**src/rtl/lsu_pkg.sv**
```systemverilog
`default_nettype none
// ============================================================================
// Module      : lsu_pkg
// Description : Shared types, funct3 encodings and lane helpers for lsu_ctrl.
// Revision    : 1.0 - initial release
// ============================================================================
package lsu_pkg;

  typedef enum logic [1:0] {
    IDLE   = 2'd0,
    REQ    = 2'd1,
    WAIT_R = 2'd2,
    DONE   = 2'd3
  } state_e;

  typedef enum logic [1:0] {
    ERR_NONE     = 2'b00,
    ERR_MISALIGN = 2'b01,
    ERR_TIMEOUT  = 2'b10,
    ERR_ILLEGAL  = 2'b11
  } err_e;

  localparam logic [2:0] LB  = 3'b000;
  localparam logic [2:0] LH  = 3'b001;
  localparam logic [2:0] LW  = 3'b010;
  localparam logic [2:0] LBU = 3'b100;
  localparam logic [2:0] LHU = 3'b101;
  localparam logic [2:0] SB  = 3'b000;
  localparam logic [2:0] SH  = 3'b001;
  localparam logic [2:0] SW  = 3'b010;

  // funct3[1:0] encodes the access size for every legal load and store
  function automatic logic [3:0] size_be(input logic [1:0] size, input logic [1:0] off);
    case (size)
      2'b00:   size_be = 4'b0001 << off;
      2'b01:   size_be = off[1] ? 4'b1100 : 4'b0011;
      default: size_be = 4'b1111;
    endcase
  endfunction

  function automatic logic [31:0] store_lanes(input logic [1:0] size, input logic [31:0] data);
    case (size)
      2'b00:   store_lanes = {4{data[7:0]}};
      2'b01:   store_lanes = {2{data[15:0]}};
      default: store_lanes = data;
    endcase
  endfunction

endpackage
`default_nettype wire

```
**src/rtl/lsu_load_align.sv**
```systemverilog
`default_nettype none
// ============================================================================
// Module      : lsu_load_align
// Description : Selects the addressed byte/half of a read word and extends it.
// Revision    : 1.0 - initial release
// ============================================================================
module lsu_load_align
  import lsu_pkg::*;
(
  input  logic [31:0] rdata_i,
  input  logic [1:0]  addr_i,
  input  logic [2:0]  funct3_i,
  output logic [31:0] data_o
);

  logic [7:0]  w_byte;
  logic [15:0] w_half;

  always_comb begin
    w_byte = rdata_i[7:0];
    case (addr_i)
      2'd0:    w_byte = rdata_i[7:0];
      2'd1:    w_byte = rdata_i[15:8];
      2'd2:    w_byte = rdata_i[23:16];
      default: w_byte = rdata_i[31:24];
    endcase
  end

  assign w_half = addr_i[1] ? rdata_i[31:16] : rdata_i[15:0];

  always_comb begin
    data_o = rdata_i;
    case (funct3_i)
      LB:      data_o = {{24{w_byte[7]}}, w_byte};
      LH:      data_o = {{16{w_half[15]}}, w_half};
      LBU:     data_o = {24'd0, w_byte};
      LHU:     data_o = {16'd0, w_half};
      default: data_o = rdata_i;
    endcase
  end

endmodule
`default_nettype wire

```
**src/rtl/lsu_ctrl.sv**
```systemverilog
`default_nettype none
// ============================================================================
// Module      : lsu_ctrl
// Description : RV32I load/store unit with req/gnt/rvalid data-memory handshake.
// Revision    : 1.0 - initial release
// ============================================================================
module lsu_ctrl
  import lsu_pkg::*;
#(
  parameter int TIMEOUT = 16,
  parameter int CNT_W   = 5
) (
  input  logic        clk_i,
  input  logic        rst_ni,
  input  logic        req_valid_i,
  input  logic        is_store_i,
  input  logic [2:0]  funct3_i,
  input  logic [31:0] addr_i,
  input  logic [31:0] wdata_i,
  output logic        stall_o,
  output logic        done_o,
  output logic [31:0] load_data_o,
  output logic [1:0]  err_o,
  output logic        mem_req_o,
  output logic        mem_we_o,
  output logic [31:0] mem_addr_o,
  output logic [3:0]  mem_be_o,
  output logic [31:0] mem_wdata_o,
  input  logic        mem_gnt_i,
  input  logic        mem_rvalid_i,
  input  logic [31:0] mem_rdata_i
);

  localparam bit               TO_EN   = (TIMEOUT != 0);
  localparam logic [CNT_W-1:0] TO_LAST = CNT_W'(TIMEOUT - 1);
  localparam logic [CNT_W-1:0] CNT_MAX = {CNT_W{1'b1}};

  state_e            r_state;
  logic [CNT_W-1:0]  r_cnt;
  logic              r_is_store;
  logic [2:0]        r_funct3;
  logic [1:0]        r_off;
  logic              r_done;
  logic [31:0]       r_load;
  err_e              r_err;
  logic              r_req;
  logic              r_we;
  logic [31:0]       r_addr;
  logic [3:0]        r_be;
  logic [31:0]       r_wdata;

  logic              w_illegal;
  logic              w_misalign;
  logic              w_timeout;
  logic [31:0]       w_load;

  always_comb begin
    w_illegal = 1'b1;
    if (is_store_i) begin
      case (funct3_i)
        SB, SH, SW: w_illegal = 1'b0;
        default:    w_illegal = 1'b1;
      endcase
    end else begin
      case (funct3_i)
        LB, LH, LW, LBU, LHU: w_illegal = 1'b0;
        default:              w_illegal = 1'b1;
      endcase
    end
  end

  assign w_misalign = ((funct3_i[1:0] == 2'b01) && addr_i[0]) ||
                      ((funct3_i[1:0] == 2'b10) && (addr_i[1:0] != 2'b00));

  // The counter spans REQ and WAIT_R together, so the abort bound covers the whole access
  assign w_timeout = TO_EN && (r_cnt >= TO_LAST);

  lsu_load_align u_align (
    .rdata_i  (mem_rdata_i),
    .addr_i   (r_off),
    .funct3_i (r_funct3),
    .data_o   (w_load)
  );

  always_ff @(posedge clk_i or negedge rst_ni) begin
    if (!rst_ni) begin
      r_state    <= IDLE;
      r_cnt      <= '0;
      r_is_store <= 1'b0;
      r_funct3   <= '0;
      r_off      <= '0;
      r_done     <= 1'b0;
      r_load     <= '0;
      r_err      <= ERR_NONE;
      r_req      <= 1'b0;
      r_we       <= 1'b0;
      r_addr     <= '0;
      r_be       <= '0;
      r_wdata    <= '0;
    end else begin
      r_done <= 1'b0;
      case (r_state)
        IDLE: begin
          if (req_valid_i) begin
            r_is_store <= is_store_i;
            r_funct3   <= funct3_i;
            r_off      <= addr_i[1:0];
            r_we       <= is_store_i;
            r_addr     <= {addr_i[31:2], 2'b00};
            r_be       <= size_be(funct3_i[1:0], addr_i[1:0]);
            r_wdata    <= store_lanes(funct3_i[1:0], wdata_i);
            r_load     <= '0;
            if (w_illegal) begin
              r_state <= DONE;
              r_done  <= 1'b1;
              r_err   <= ERR_ILLEGAL;
            end else if (w_misalign) begin
              r_state <= DONE;
              r_done  <= 1'b1;
              r_err   <= ERR_MISALIGN;
            end else begin
              r_state <= REQ;
              r_req   <= 1'b1;
              r_cnt   <= '0;
              r_err   <= ERR_NONE;
            end
          end
        end
        REQ: begin
          if (r_cnt != CNT_MAX) r_cnt <= r_cnt + 1'b1;
          if (mem_gnt_i) begin
            r_req <= 1'b0;
            if (r_is_store) begin
              r_state <= DONE;
              r_done  <= 1'b1;
            end else begin
              r_state <= WAIT_R;
            end
          end else if (w_timeout) begin
            r_req   <= 1'b0;
            r_state <= DONE;
            r_done  <= 1'b1;
            r_err   <= ERR_TIMEOUT;
          end
        end
        WAIT_R: begin
          if (r_cnt != CNT_MAX) r_cnt <= r_cnt + 1'b1;
          if (mem_rvalid_i) begin
            r_load  <= w_load;
            r_state <= DONE;
            r_done  <= 1'b1;
          end else if (w_timeout) begin
            r_load  <= '0;
            r_state <= DONE;
            r_done  <= 1'b1;
            r_err   <= ERR_TIMEOUT;
          end
        end
        DONE:    r_state <= IDLE;
        default: r_state <= IDLE;
      endcase
    end
  end

  assign stall_o     = req_valid_i & ~r_done;
  assign done_o      = r_done;
  assign load_data_o = r_load;
  assign err_o       = r_err;
  assign mem_req_o   = r_req;
  assign mem_we_o    = r_we;
  assign mem_addr_o  = r_addr;
  assign mem_be_o    = r_be;
  assign mem_wdata_o = r_wdata;

endmodule
`default_nettype wire

```
**config.mk**
```make
export PLATFORM = sky130hd
export DESIGN_NAME = lsu_ctrl
export DESIGN_NICKNAME = d
export VERILOG_FILES = /design/src/rtl/lsu_pkg.sv /design/src/rtl/lsu_load_align.sv /design/src/rtl/lsu_ctrl.sv
export SDC_FILE = /design/constraint.sdc
export NUM_CORES = 1
export LEC_CHECK = 0
export ABC_AREA = 1
export CAP_MARGIN = 5
export CELL_PAD_IN_SITES_DETAIL_PLACEMENT = 0
export CELL_PAD_IN_SITES_GLOBAL_PLACEMENT = 1
export CORE_ASPECT_RATIO = 1.1
export CORE_MARGIN = 5
export CORE_UTILIZATION = 33
export CTS_BUF_LIST = sky130_fd_sc_hd__clkbuf_8
export DETAILED_ROUTE_END_ITERATION = 16
export GPL_ROUTABILITY_DRIVEN = 0
export GPL_TIMING_DRIVEN = 1
export PLACE_DENSITY_LB_ADDON = 0.08
export SKIP_CTS_REPAIR_TIMING = 1
export SKIP_LAST_GASP = 1
export SLEW_MARGIN = 20
export SYNTH_ARGS = -nofsm -noshare
export SYNTH_HDL_FRONTEND = slang
export SYNTH_HIERARCHICAL = 1
export SYNTH_SLANG_ARGS = --single-unit
```
**constraint.sdc**
```tcl
create_clock -name clk_i -period 2.5 [get_ports clk_i]
set_input_delay 0.5 -clock clk_i [delete_from_list [all_inputs] [get_ports clk_i]]
set_output_delay 0.5 -clock clk_i [all_outputs]
set_load 0.01 [all_outputs]
```
After elaboration in Yosys (flattened, before gate mapping)
Cells that the tools add are included.
{ "classes": {"addsub": 1, "mul": 0, "div": 0, "magnitude_cmp": 1, "eq_ne": 23, "n_shift": 1, "muxes": 47, "bitwise": 2, "n_reduce_logical": 21} }
{ "op_table": {"columns": ["cell", "n"], "rows": [
  ["one-hot mux 32 bit (2 select lines)", 2],
  ["one-hot mux 32 bit (4 select lines)", 1],
  ["two-way mux 32 bit", 3],
  ["one-hot mux 8 bit (3 select lines)", 1],
  ["two-way mux 2 bit", 11],
  ["two-way mux 5 bit", 4],
  ["two-way mux 1 bit", 17],
  ["two-way mux 16 bit", 1],
  ["equality test 3 bit, second input constant", 4],
  ["!= test 2 bit, second input constant", 5],
  ["one-hot mux 5 bit (2 select lines)", 1],
  ["AND reduction 5 bit", 2],
  ["equality test 2 bit, second input constant", 4],
  ["one-hot mux 2 bit (4 select lines)", 1],
  ["one-hot mux 4 bit (2 select lines)", 1],
  ["nonzero test 2 bit", 4],
  ["equality test 2 x 1 -> 1 bit, second input constant", 3],
  ["equality test 3 x 1 -> 1 bit, second input constant", 2],
  ["zero test 2 bit", 3],
  ["zero test 3 bit", 2],
  ["!= test 3 bit, second input constant", 2],
  ["one-hot mux 2 bit (3 select lines)", 1],
  ["adder 5 x 1 -> 5 bit, second input constant", 1],
  [">= comparator 5 x 4 -> 1 bit, second input constant", 1],
  ["18 further kinds", 19]
]} }
{ "totals": {"ff_bits": 115, "latch_bits": 0, "ram_bits": 0, "romBits": 0, "in_bits": 105, "out_inout_bits": 106, "word_cells": 108, "n_memories": 0} }

Depth between registers and ports, before layout
{ "logic_depth": {"ltp_word": 7, "depth_mapped": 12, "ltp_nobuf": 11} }

Hierarchy
Netlist, hierarchy kept.
{ "modules_own_cells": {"columns": ["module", "instances", "cells_per_inst", "area_each_um2", "seq_area_each_um2"], "rows": [
  ["lsu_ctrl", 1, 687, 5445.2, 2877.8],
  ["lsu_load_align", 1, 163, 858.3, 0.0]
]} }

Least setup slack after synthesis
OpenSTA, ideal clock, no wires.
{ "synth_path": {"path_kind": "reg2reg", "startpoint": "register r_cnt[0]", "endpoint": "register r_load[0], in the netlist load_data_o[0]", "setup_time_ns": 0.117, "arrival_time_ns": 1.608, "required_ns": 2.383, "slack_ns": 0.775, "stages_incl_launch_ff": 10, "n_path_buf": 1, "synth_period_minus_slack_ns": 1.725, "cell_sequence": "dfrtp_1 ha_1 inv_1 nor3_1 ha_1 nor2_2 nand4_4 buf_2 nand4_1 nand2_1"} }
{ "synth_via": {"elab_chain_cells": 3} }
{ "synth_lines": {"columns": ["item", "line_no", "rtl"], "rows": [
  ["start, declared", "lsu_ctrl.sv:39", "logic [CNT_W-1:0] r_cnt;"],
  ["start signal, assigned", "lsu_ctrl.sv:130", "if (r_cnt != CNT_MAX) r_cnt <= r_cnt + 1'b1;"],
  ["start signal, assigned", "lsu_ctrl.sv:147", "if (r_cnt != CNT_MAX) r_cnt <= r_cnt + 1'b1;"],
  [">= comparator 5 x 4 -> 1 bit", "lsu_ctrl.sv:76", "assign w_timeout = TO_EN && (r_cnt >= TO_LAST);"],
  ["!= test 3 bit (no line)", null, null],
  ["AND reduction 3 bit (no line)", null, null],
  ["end signal, assigned", "lsu_ctrl.sv:149", "r_load <= w_load;"],
  ["end, declared", "lsu_ctrl.sv:44", "logic [31:0] r_load;"]
]} }
Every way passes these cells.
A chain may end at the register's enable or synchronous reset.

Final worst setup path
{ "layout_path": {"startpoint": "input port req_valid_i", "endpoint": "output port stall_o"} }
{ "layout_via": {"elab_chain_cells": 1} }
{ "layout_lines": {"columns": ["item", "line_no", "rtl"], "rows": [
  ["start, declared", "lsu_ctrl.sv:15", "input logic req_valid_i,"],
  ["AND 1 bit", "lsu_ctrl.sv:165", "assign stall_o = req_valid_i & ~r_done;"],
  ["end, declared", "lsu_ctrl.sv:20", "output logic stall_o,"]
]} }
Every way passes these cells.

==> metrics.csv <==
stage,metric,value,unit
route,DRC viols,0,
die,CORE AREA,19000,µm²
clocking,CTS tree,built,
clocking,H-Tree Depth,4,
worst_setup_path,CP cell instances,"clkdlybuf4s50_1, inv_1, nor2_1, clkdlybuf4s50_1",
route,Detailed Route Iter0 Violations,306,
pwr,Final Power,11000,µW
pwr,Clock power frac,0.199,
route,Avg WL per Cell,15.5,µm
pwr,Comb power frac,0.502,
route,total wire length,20300,µm
yosys,Main synth FF type,dfrtp_1,
route,detailed-route via count,6053,
pwr,internal power,6520,µW
worst_hold_path,Hold Path Class,in -> async,
route,"antenna viol nets, final",0,
yosys,ys async rst share,1.00,
yosys,number of synthesized flops with an enable pin,0,
worst_setup_path,CP required,2000,ps
layout,fin nets,1158,
pwr,P per Cell Area,1220,nW/µm²
timing,period utilization,0.895,
die,Die Span Y,155,µm
worst_setup_path,reg2reg end,load_data_o[13],
job,maxcap violations,0,
worst_setup_path,reg2reg setup slack,460,ps
timing,Slew @ Worst Pin,542,ps
layout,antenna cells,0,
yosys,synthesized cell area,6300,µm²
worst_setup_path,worst r2r path cells,9,
yosys,Cell variety after synth,32,
die,Starting Density,0.332,
route,Initial DRT Pass Iterations,6,
clocking,number of buffers created by CTS,17,
timing,max-slew violations,0,
global_routing,pin count of the biggest net entering global routing,93,
global_routing,first-pass GRT wire length,32200,µm
pwr,switching share of power,0.408,
place,DPL Wire Length,14700,µm
timing,Final setup viols,0,
worst_setup_path,Crit path arrival time,1740,ps
place,port buffer count,208,
pwr,VDD IR-drop max,0.000616,V
worst_setup_path,max incr delay on CP,550,ps
timing,setup TNS,0,ps
layout,Area Overhead vs Synth,43.4,%
clocking,clk root buf,clkbuf_8,
global_routing,initial antenna violation count,0,
worst_setup_path,CP Max Fanout,3,
timing,worst clock skew,9.40,ps
yosys,proportion of netlist area held by the largest area contributor,0.457,
die,io pins,211,
yosys,"Seq/Total Area, Yosys",0.457,
global_routing,GR Overflow Total,0,
global_routing,GRT Overall Usage,0.184,
worst_setup_path,slowest CP cell,clkdlybuf4s50_1,
die,cell row count,53,
worst_setup_path,Startpoint Class,input port,
pwr,NetSw,4490,µW
global_routing,vias in the first global route,6059,
yosys,Yosys top cell by area,dfrtp_1,
yosys,Syn Area/Cell,7.42,µm²
pwr,Flop pwr share,0.299,
yosys,cell count after synthesis,850,
status,outcome,"finished, final reports clean",
worst_setup_path,RR Startpoint,r_cnt[0],
worst_setup_path,crit-path most repeated cell,clkdlybuf4s50_1,
worst_setup_path,type of the worst setup path,in -> out,
clocking,worst skew pair latency,430,ps
timing,Max transition margin,0.639,
die,DIE WIDTH,142,µm
route,vias per cell,4.64,
die,die area,22000,µm²
yosys,"flops & latches, synth",115,
timing,Final min period,2240,ps
timing,Fin. Hold Viols,0,
layout,layout cells sized above 1,0.0879,
yosys,synth top area cells,"dfrtp_1, nand2_1, a21oi_1, inv_1, nand4_1",
clocking,clk sinks,115,
timing,unrepaired setup endpoints after global routing,no,
pwr,Pleak,0.00457,µW
clocking,"Clk pin slew, worst setup/hold paths",70,ps
clocking,worst-case clock buffer depth,2,
worst_setup_path,Setup crit end kind,primary output,
yosys,Synth Warn #,6,
timing,Max Fclk,447,MHz
-- how the worst max path moves through the flow --
stage                           to             from  depth (start not counted)  slack [ps]
finish                     stall_o      req_valid_i                          4         260
global placement    load_data_o[9]  mem_rdata_i[23]                         11         260
global route               stall_o      req_valid_i                          4         160
detailed placement  load_data_o[8]  mem_rdata_i[23]                         11         220
CTS                        stall_o      req_valid_i                          4         260
floorplan           load_data_o[0]         r_cnt[0]                          9         780
-- cells in the final DEF (no fill, tap or decap), types with 6 or more instances in the layout --
master           count
dfrtp_1            115
ha_1                 8
o21ai_0              8
buf_4               14
nand2_1            351
nand4_1             34
a21oi_1             56
clkdlybuf4s50_1    207
clkbuf_8            18
o21ai_1             30
inv_1               64
bufinv_16            6
nor2_1              52
inv_2               13
nand3_1             33
nand3_2             11
-- metal layers --
metal	track usage	wire, µm
met5	0	0
met4	0.0539	267
met2	0.307	9690
met1	0.224	8610
met3	0.0661	1710
-- cell type report --
class / count / area [µm²]
tap: 247 / 309
timing repair buffer: 223 / 2220
fill: 1971 / 9930
clock buffer: 18 / 248
multi-input combinational: 610 / 2850
inverter: 78 / 293
clock inverter: 14 / 248
sequential: 115 / 2880
-- power groups by stage --
stage	logic [µW]	clock network [µW]	registers [µW]
3_5_place_dp	5610	0	3310
4_1_cts	5630	2260	3290
6_report	5530	2190	3290
5_1_grt	6140	2330	3410
2_1_floorplan	2970	0	3530
3_3_place_gp	5620	0	3300
-- critical path: cells and delay by family --
kind	cells	cell delay, ps
and+or+nand+nor	1	80
buffers and inverters	3	1150
-- stage by stage --
| step | setup slack, ps | utilization | area, µm² | hold WS, ps | instances |
|---|---|---|---|---|---|
| after CTS | 258 | 0.477 | 9040 | -4.99 | 1305 |
| after detailed placement | 221 | 0.450 | 8540 | 461 | 1273 |
| after global routing | 156 | 0.477 | 9040 | 12.1 | 1305 |
| final | 263 | 0.477 | 9040 | 10.0 | 1305 |
| after global placement | 261 | 0.450 | 8540 | 453 | 1273 |
| after floorplan | 775 | - | 6310 | 204 | 851 |
-- sequential cells by signal, summed over array words and instances (netlist names), 2 cells and up --
signal and count:
r_cnt 5, r_state 2, load_data_o 32, r_funct3 3, mem_wdata_o 32, err_o 2, mem_addr_o 30, r_off 2
mem_be_o 4
-- cell families after synthesis --
family / share of synthesized area
adder cells (fa/ha/maj): 0.0159
AND/OR/NAND/NOR: 0.352
other: 0.000595
buffers and inverters: 0.0937
AO/OA/AOI/OAI: 0.0810
flip-flops: 0.457
-- cell usage after synthesis (2+ instances only) --
library cell    n
inv_2          13
ha_1            8
nand3_4         3
nand4_4         2
a21oi_2         3
o21ai_0         8
a21oi_1        56
nand4_1        34
nand3_2        11
nand3_1        33
nand2_2         5
nor2_1         52
buf_6          10
o21ai_1        30
inv_1          64
dfrtp_1       115
buf_2          22
buf_4           4
nor2_2          3
clkbuf_1       11
nand2_1       352
Note: power is estimated with default switching activity, not from simulation.
